### config.mk
export PLATFORM = sky130hd
export DESIGN_NAME = stump_control_seq
export DESIGN_NICKNAME = d
export VERILOG_FILES = /design/src/rtl/stump_control_seq_pkg.sv /design/src/rtl/stump_cc_reg.sv /design/src/rtl/stump_control_seq.sv
export SDC_FILE = /design/constraint.sdc
export NUM_CORES = 1
export LEC_CHECK = 0
export CORE_UTILIZATION = 43
export CTS_CLUSTER_DIAMETER = 80
export DETAILED_ROUTE_END_ITERATION = 10
export PLACE_DENSITY = 0.88
export SLEW_MARGIN = 20
export SYNTH_ARGS = -nofsm -noshare
export SYNTH_HDL_FRONTEND = slang
export SYNTH_HIERARCHICAL = 1
export SYNTH_SLANG_ARGS = --single-unit
### constraint.sdc
create_clock -name clk -period 2.41 [get_ports clk]
set_clock_uncertainty 0.05 [all_clocks]
set_input_delay 0.723 -clock clk [delete_from_list [all_inputs] [get_ports clk]]
set_output_delay 0.723 -clock clk [all_outputs]
set_load 0.05 [all_outputs]
### src/rtl/stump_control_seq_pkg.sv
// Shared Stump definitions: sequencer state codes and the load/store opcode.
package stump_control_seq_pkg;

   typedef enum logic [1:0] {
      STATE_FETCH   = 2'b00,
      STATE_EXECUTE = 2'b01,
      STATE_MEMORY  = 2'b10,
      STATE_ILLEGAL = 2'b11
   } state_e;

   localparam logic [2:0] OP_LDST = 3'b110;

   function automatic logic is_ldst(input logic [15:0] instr);
      return instr[15:13] == OP_LDST;
   endfunction

endpackage

### src/rtl/stump_cc_reg.sv
// Condition-code register {N,Z,V,C} with asynchronous active-low clear and write enable.
module stump_cc_reg (
   input  logic       clk,
   input  logic       rst_n,
   input  logic       en,
   input  logic [3:0] d,
   output logic [3:0] q
);

   logic [3:0] cc_reg;

   always_ff @(posedge clk or negedge rst_n) begin
      if (!rst_n)
         cc_reg <= 4'b0000;
      else if (en)
         cc_reg <= d;
   end

   assign q = cc_reg;

endmodule

### src/rtl/stump_control_seq.sv
// Stump sequencer: FETCH/EXECUTE/MEMORY state, instruction register, CC register
// and retired-instruction counter, paced by the memory ready handshake.
module stump_control_seq
   import stump_control_seq_pkg::*;
#(
   parameter int CNT_W = 16
) (
   input  logic             clk,
   input  logic             rst_n,
   input  logic             run,
   input  logic             mem_ready,
   input  logic [15:0]      mem_rdata,
   input  logic             cc_en,
   input  logic [3:0]       alu_flags,
   output logic [1:0]       state,
   output logic [15:0]      ir,
   output logic [3:0]       cc,
   output logic             mem_req,
   output logic             retire,
   output logic [CNT_W-1:0] instr_count
);

   state_e           state_reg, state_next;
   logic [15:0]      ir_reg;
   logic [CNT_W-1:0] instr_count_reg;
   logic             ir_load;
   logic             retire_c;
   logic             mem_req_c;

   always_ff @(posedge clk or negedge rst_n) begin
      if (!rst_n)
         state_reg <= STATE_FETCH;
      else
         state_reg <= state_next;
   end

   always_comb begin
      state_next = STATE_FETCH;
      case (state_reg)
         STATE_FETCH:   state_next = (run && mem_ready) ? STATE_EXECUTE : STATE_FETCH;
         STATE_EXECUTE: state_next = is_ldst(ir_reg) ? STATE_MEMORY : STATE_FETCH;
         STATE_MEMORY:  state_next = mem_ready ? STATE_FETCH : STATE_MEMORY;
         STATE_ILLEGAL: state_next = STATE_FETCH;
      endcase
   end

   always_comb begin
      mem_req_c = 1'b0;
      retire_c  = 1'b0;
      ir_load   = 1'b0;
      case (state_reg)
         STATE_FETCH: begin
            mem_req_c = run;
            ir_load   = run && mem_ready;
         end
         STATE_EXECUTE: retire_c = !is_ldst(ir_reg);
         STATE_MEMORY: begin
            mem_req_c = 1'b1;
            retire_c  = mem_ready;
         end
         STATE_ILLEGAL: ;
      endcase
   end

   always_ff @(posedge clk or negedge rst_n) begin
      if (!rst_n)
         ir_reg <= 16'h0000;
      else if (ir_load)
         ir_reg <= mem_rdata;
   end

   always_ff @(posedge clk or negedge rst_n) begin
      if (!rst_n)
         instr_count_reg <= '0;
      else if (retire_c)
         instr_count_reg <= instr_count_reg + CNT_W'(1);
   end

   // CC is only ever written while executing, so MEMORY-phase flags cannot leak in.
   stump_cc_reg u_cc_reg (
      .clk   (clk),
      .rst_n (rst_n),
      .en    (cc_en && (state_reg == STATE_EXECUTE)),
      .d     (alu_flags),
      .q     (cc)
   );

   assign state       = state_reg;
   assign ir          = ir_reg;
   assign mem_req     = rst_n && mem_req_c;
   assign retire      = retire_c;
   assign instr_count = instr_count_reg;

endmodule

**Word-level counts from Yosys, hierarchy flattened**

Index checks and enable logic that the tools add are counted.

- $add $sub $neg: 1
- Equal/unequal tests: 4
- Multiplexer cells: 7
- Reduce and logical (&&, ||, !) cells: 5

Operator list:

| operator | number |
|---|---|
| adder 16 x 1 -> 16 bit (second input constant) | 1 |
| case mux 2 bit (4 select lines) | 1 |
| == test 2 bit (second input constant) | 2 |
| two-way mux 2 bit | 2 |
| case mux 1 bit (2 select lines) | 2 |
| == test 3 bit (second input constant) | 1 |
| logical AND 1 bit | 3 |
| == test 2 x 1 -> 1 bit (second input constant) | 1 |
| logical NOT 2 bit | 1 |
| two-way mux 1 bit | 2 |
| logical NOT 1 bit | 1 |

- Register bits: 38
- Input bits: 25
- Word-level logic and storage cells: 21

**Depth between registers and ports, before layout**

Gate-level depths: netlist of run 1.

- Depth in word-level cells: 3
- Mapped depth: 7

**Modules after synthesis**

The synthesis of run 1 kept the hierarchy.

Modules (own cells, without submodules):

| module | instances | cells an instance | area each (µm²) | seq. area each (µm²) |
|---|---|---|---|---|
| stump_control_seq | 1 | 113 | 1539.0 | 850.8 |
| stump_cc_reg | 1 | 8 | 145.1 | 100.1 |

**Worst setup path after synthesis of run 1**

No wires, ideal clock.

- Kind: register to output
- Start point: register state_reg[0], in the netlist state[0]
- End point: output retire
- Arrival time: 1.696 ns
- Required time: 1.637 ns
- Path slack: -0.059 ns
- Cell stages (with the launch flop): 6
- Path through: dfrtp_1 inv_1 ha_1 a22o_1 o21ai_4 inv_2

- Cells in the longest elaborated chain, start to end: 2

Ends and longest elaborated chain:

| element | line | text |
|---|---|---|
| start: declaration | stump_control_seq.sv:23 | `state_e state_reg, state_next;` |
| start signal: assignment | stump_control_seq.sv:34 | `state_reg <= state_next;` |
| == test 2 bit / == test 2 x 1 -> 1 bit (equally long branches) | stump_control_seq.sv:51 | `case (state_reg)` |
| case mux 1 bit (2 select lines) * | stump_control_seq.sv:51 |  |
| end: declaration | stump_control_seq.sv:19 | `output logic retire,` |

Mark *: on every way between the ends. The rest lies on a longest branch, timed or not.

**Worst setup path in the final report of run 1**

- Start point: register ir_reg[14], in the netlist ir[14]
- End point: output ir[14]

RTL lines:

| element | line | text |
|---|---|---|
| start: declaration | stump_control_seq.sv:24 | `logic [15:0] ir_reg;` |
| start signal: assignment | stump_control_seq.sv:69 | `ir_reg <= mem_rdata;` |
| end: declaration | stump_control_seq.sv:16 | `output logic [15:0] ir,` |

No word-level cell between the ends.

==> results of run 1 <==
## stage by stage
step	power (mW)	TNS [ps]	instance area [sq um]	worst slack [ps]
6_report	2.09	0	2570	22.7
3_5_place_dp	1.56	-247	2420	-234
3_3_place_gp	1.53	-222	2420	-222
2_1_floorplan	1.26	0	1690	60.8
4_1_cts	2.11	0	2540	26.7
5_1_grt	2.18	-43.3	2570	-26.3
## cells in the mapped netlist
master    instances  area, sq um
dfrtp_1          38          951
mux2_2           16          180
nand2_1          10         37.5
xnor2_1           9         78.8
xor2_1            6         52.6
ha_1              4         50.1
mux2_1            4         45.0
nand4_1           4         25.0
inv_1             3         11.3
nand3_1           3         15.0
a21oi_1           2         10.0
nand4_4           2         42.5
nor3_2            2         20.0
nor4_2            2         25.0
a21boi_2          1         11.3
a22o_1            1         8.76
and2_1            1         6.26
and3_1            1         6.26
and4_4            1         11.3
buf_2             1         5.00
inv_2             1         3.75
nand2b_1          1         6.26
nand3_2           1         10.0
nand4b_1          1         8.76
nor2_1            1         3.75
nor2b_1           1         6.26
nor3_1            1         5.00
nor4_4            1         21.3
o211a_1           1         10.0
o21ai_4           1         16.3
## final cells by class
cell class,instances,area (sq um),share of cell area
sequential,38,953,0.371
inverter,4,15.0,0.00584
multi-input combinational,78,734,0.286
tap,48,60.1,0.0233
clock buffer,6,82.6,0.0321
timing repair buffer,72,697,0.271
clock inverter,1,30.0,0.0117
## path summary, 6_finish.rpt
path | end | cells after the start | slack, ps | from
min in group asynchronous | instr_count[12] | 2 | 470 | rst_n
hold / removal | instr_count[15] | 1 | 440 | instr_count[15]
setup / recovery | ir[14] | 1 | 20 | ir[14]
setup reg to reg | instr_count[10] | 8 | 450 | state[1]
max in group asynchronous | state[0] | 2 | 1490 | rst_n
hold reg to reg | instr_count[15] | 1 | 440 | instr_count[15]
## cells by family (layout without fill, tap and decap cells)
| group | Yosys count | count (layout) | share of synthesized area |
|---|---|---|---|
| compound gates | 6 | 6 | 0.0334 |
| buf+inv | 5 | 83 | 0.0119 |
| mux | 20 | 20 | 0.134 |
| simple gates | 33 | 33 | 0.149 |
| xor+xnor | 15 | 15 | 0.0780 |
| flops | 38 | 38 | 0.565 |
| fa+ha+maj | 4 | 4 | 0.0297 |
## timing repair
| action | CTS | global route |
|---|---|---|
| pin swaps | 1 | 3 |
| setup buffers | 0 | 2 |
| endpoints found under the setup margin | 2 | 1 |
| resized for setup | 4 | 6 |
## cells in the final DEF, fill, tap and decap left out, types with 4 or more instances in the layout
master and n:
mux2_1 4, clkbuf_8 6, xnor2_1 9, dfrtp_1 36, clkdlybuf4s50_1 56, buf_4 11, xor2_1 6, mux2_2 16
nand2_1 10, nand4_1 4
## metal layers
metal	up-vias	track usage	part of all wire
met5	-	0	0
met4	0	0.0833	0.033
met3	13	0.0528	0.034
met2	35	0.359	0.53
met1	615	0.233	0.40
li1	578	-	-
## where the power goes
group / internal (mW) / switching (mW) / total [mW]
combinational: 0.277 / 0.457 / 0.734
clock: 0.331 / 0.212 / 0.543
sequential: 0.730 / 0.0853 / 0.815
total: 1.34 / 0.755 / 2.09
==> results by group, run 1 <==
Detailed routing
  • TritonRoute pass-1 iters: 4
  • Drt wl/cell: 15.7 um
  • Vias post-DR: 1241
  • Final antenna-violating net count: 0
  • Detailed Route Iter0 Violations: between 50 and 60
  • Remaining DRCs: 0
  • Final WL: around 3.9 mm
  • Drt via density: between 5 and 6

Yosys
  • Mapped Cells: 121
  • #FFs+latches synth: 38
  • Cell Area, Synth: between 1500 and 2000 sq um
  • Mean Syn Cell Area: 13.9 sq um
  • Count of cell types in the netlist: 30
  • Post-synthesis net count: 150
  • Syn. warnings: 6
  • Register area share after synthesis: 0.565

Placed design
  • Placed Cells: 238
  • Final GP Congestion: between 0.7 and 0.8
  • Port-buffer cells: between 60 and 70
  • HPWL Detailed: 2.91 mm

STA
  • Hold Slack: about 440 ps
  • Setup violations, final: 0
  • Slew @ Worst Pin: between 500 and 600 ps
  • Max Slew Vio Count: 0
  • Slew Limit Headroom: 0.642
  • Tcrit/Tclk final: 0.991
  • Fmax: between 400 and 500 MHz
  • Final min period: about 2400 ps
  • Final hold violation count: 0

Global routing
  • Grt ovf: 0
  • GRT Total Usage: 0.204
  • Vias in the first global route: roughly 1300
  • Pin count of the biggest net entering global routing: 39
  • Initial antenna violation count: 0
  • Global-route wire length before repair: roughly 6.2 mm

Setup path
  • Worst Path Buf+Inv: 1
  • CP Launch Type: register
  • Slowest-stage cell, CP: clkdlybuf4s50_1
  • Worst Path Required: 1640 ps
  • Critical path type: reg2out
  • Critical Path End Type: output pin
  • Delay-heaviest family, CP: buffers and inverters
  • Critical path peak fanout: 4
  • Slowest stage delay, CP: 860 ps
  • Worst path cell trace: clkdlybuf4s50_1
  • CP Data Arrival Time: 1610 ps

Finish
  • Final core occ: 0.692
  • Non-Filler Instances: approximately 250
  • Layout cells sized above 1: 0.276
  • Area Growth Syn to Fin: 52.7%
  • Final Net Count: ~230
  • # diodes: 0
  • Fillers: ~260

Floorplanning
  • Initial Util: 0.453
  • Die Footprint: 4170 sq um
  • FP Rows: 22
  • I/O pins: 65
  • Die Ht: 64.6 um
  • Core box area: between 3000 and 4000 sq um
  • Die extent in x: 64.6 um

Clocking
  • Number of CTS-inserted buffers: 5
  • Clk slew on worst S/H paths: ~70 ps
  • Clock tree root driver cell: clkbuf_8
  • H-tree depth: 2
  • Clk Latency, worst-skew pair: between 200 and 300 ps
  • Sinks on Clock Net: 38
  • CTS Hold Bufs: 0
  • CTS Buffer Depth: 2
  • CTS tree: done

Power and ir drop
  • VDD IR max: ~0.00051 V
  • Static leakage power: 1.15 nW
  • Pwr dens: a little over 800 nW/um^2

Min path
  • Worst min path class: reg2reg

Job
  • Max-cap violations: 0

Status
  • Status: completed
No activity file was read; power rests on OpenSTA's default activity.
==> run 2, diff against run 1 <==
SKIP_CTS_REPAIR_TIMING = 1   (was default)
==> run 2 against run 1 <==
Compared with the run above:
- setup slack worse by 4.8 ps
- flip-flop and latch count stayed put
- core utilization fell by 0.24 points
- combinational power about the same
- sequential power barely moved
- largest power group unchanged
- highest routed layer unchanged
==> results by group, run 2 (synthesized netlist as in run 1, its figures left out) <==
STA
  • Slew @ Worst Pin: 532 ps (-3.29 ps)
  • Tcrit/Tclk final: 0.993 (+0.00198)
  • Final min period: 2390 ps (+4.76 ps)
  • Final hold violation count: 0 (unchanged)
  • Max Slew Vio Count: 0 (unchanged)
  • Fmax: 418 MHz (-0.20%)
  • Setup violations, final: 0 (unchanged)
  • Hold Slack: 438 ps (+0.0270 ps)
  • Slew Limit Headroom: 0.644 (+0.00220)

Clocking
  • Sinks on Clock Net: 38 (unchanged)
  • Clock tree root driver cell: clkbuf_8
  • Clk Latency, worst-skew pair: 290 ps (about the same)
  • H-tree depth: 2 (unchanged)
  • CTS tree: done
  • Clk slew on worst S/H paths: 70 ps (about the same)
  • CTS Buffer Depth: 2 (unchanged)
  • Number of CTS-inserted buffers: 5 (unchanged)

Power and ir drop
  • Switch Pwr: 0.752 mW (-0.33%)
  • Pwr dens: 815 nW/um^2 (+0.17%)
  • Switching share of power: 0.360 (-0.000589)
  • Comb power frac: 0.350 (about the same)
  • Seq pwr share: 0.390 (about the same)
  • Static leakage power: 1.15 nW (-0.21%)
  • Clock power share: 0.260 (about the same)
  • Pint: 1.34 mW (about the same)
  • VDD IR max: 0.000503 V (-2.2%)

Placed design
  • Port-buffer cells: 64 (unchanged)
  • Final GP Congestion: 0.725 (unchanged)
  • HPWL Detailed: 2.91 mm (unchanged)
  • Placed cell areas: 2420 sq um (unchanged)

Floorplanning
  • Core box area: 3720 sq um (unchanged)
  • Initial Util: 0.453 (unchanged)
  • Die Ht: 64.6 um (unchanged)
  • FP Rows: 22 (unchanged)
  • I/O pins: 65 (unchanged)
  • Die Footprint: 4170 sq um (unchanged)
  • Die extent in x: 64.6 um (unchanged)

Setup path
  • Worst path cell trace: clkdlybuf4s50_1
  • CP Launch Type: register
  • Slowest stage delay, CP: 860 ps (about the same)
  • Reg2reg start: state[1]
  • Reg2reg end: instr_count[10]
  • Critical path type: reg2out
  • Worst Path Buf+Inv: 1 (unchanged)
  • Critical Path End Type: output pin
  • Critical path peak fanout: 4 (unchanged)
  • CP Data Arrival Time: 1620 ps (about the same)
  • Worst Reg2Reg Path Length in Cells: 7 (-1)
  • Worst Path Required: 1640 ps (about the same)
  • Slowest-stage cell, CP: clkdlybuf4s50_1
  • Reg2reg setup slack: 600 ps (+150 ps)
  • Delay-heaviest family, CP: buffers and inverters

Finish
  • Final Net Count: 227 (-0.44%)
  • # diodes: 0 (unchanged)
  • Most frequent cells in the layout: clkdlybuf4s50_1 (57), dfrtp_1 (36), mux2_2 (16)
  • Commonest non-fill, non-tap cell in the layout: clkdlybuf4s50_1
  • Area Growth Syn to Fin: 52.2%
  • Final core occ: 0.690 (-0.00236)
  • Finished Cell Area: 2560 sq um (-0.34%)
  • Layout cells sized above 1: 0.268 (-0.00871)

Global routing
  • Global-route wire length before repair: 6.22 mm (+0.21%)
  • Pin count of the biggest net entering global routing: 39 (unchanged)
  • Vias in the first global route: 1277 (-0.31%)
  • Grt ovf: 0 (unchanged)
  • GRT Total Usage: 0.204 (+0.000381)
  • Initial antenna violation count: 0 (unchanged)

Detailed routing
  • Remaining DRCs: 0 (unchanged)
  • Final WL: 3.79 mm (-2.3%)
  • Detailed Route Iter0 Violations: 49 (-3.9%)
  • TritonRoute pass-1 iters: 4 (unchanged)
  • Final antenna-violating net count: 0 (unchanged)
  • Drt via density: 4.97 (-1.0%)
  • Drt wl/cell: 15.4 um (-1.9%)
  • Vias post-DR: 1223 (-1.5%)

Min path
  • HP Start: instr_count[15]
  • Worst min path class: reg2reg
  • Hold Path Sink: instr_count[15]
  • WHS Path Cells: 1 (unchanged)

Status
  • Status: completed

Job
  • Max-cap violations: 0 (unchanged)
[run 2: cell types whose count changed in the layout (fill, tap and decap cells not counted), sizes merged]
cell,before,now
clkbuf,7,6
dlymetal6s2s,0,1
dlygate4sd2,1,0
clkdlybuf4s50,56,57
buf,14,13
[run 2: worst register-to-register path: cells and delay by family (launching register included)]
family                     cells  cell delay (ps)
DFF                            1              410
AOI/OAI and AO/OA              2              320
and+or+nand+nor                1              290
buffers and inverters          2              260
adders and majority gates      1              220
xor gates and xnor gates       1              180
[run 2: power groups by stage]
| stage | Combinational (mW) | Clock [mW] | Sequential [mW] |
|---|---|---|---|
| 4_1_cts | 0.736 | 0.560 | 0.811 |
| 2_1_floorplan | 0.121 | 0 | 1.14 |
| 5_1_grt | 0.764 | 0.580 | 0.830 |
| 3_5_place_dp | 0.733 | 0 | 0.822 |
| 3_3_place_gp | 0.719 | 0 | 0.814 |
| 6_report | 0.732 | 0.543 | 0.815 |
[run 2: how the worst max path moves through the flow]
stage | startpoint | end | cells past startpoint
floorplan | state[0] | mem_req | 4
global placement | mem_ready | retire | 5
detailed placement | mem_ready | retire | 5
CTS | mem_ready | retire | 5
global route | ir[14] | ir[14] | 1
finish | ir[14] | ir[14] | 1
[run 2: through the flow]
stage	std cells	power [mW]	setup TNS (ps)	setup WS (ps)
final	246	2.09	0	17.9
after global routing	246	2.17	-16.9	-11.7
after CTS	245	2.11	-249	-232
after detailed placement	238	1.56	-247	-234
after global placement	238	1.53	-222	-222
after floorplan	121	1.26	0	60.8
[run 2: final cells by class]
cell class / instances / area (sq um)
fill: 260 / 1150
timing repair buffer: 71 / 694
inverter: 4 / 15.0
multi-input combinational: 78 / 728
sequential: 38 / 953
clock inverter: 1 / 30.0
clock buffer: 6 / 82.6
tap: 48 / 60.1
[run 2: layer usage]
metal / track usage / part of all wire / vias up
li1: - / - / 577
met1: 0.234 / 0.40 / 605
met2: 0.359 / 0.54 / 32
met3: 0.0528 / 0.038 / 9
met4: 0.0833 / 0.024 / 0
met5: 0 / 0 / -
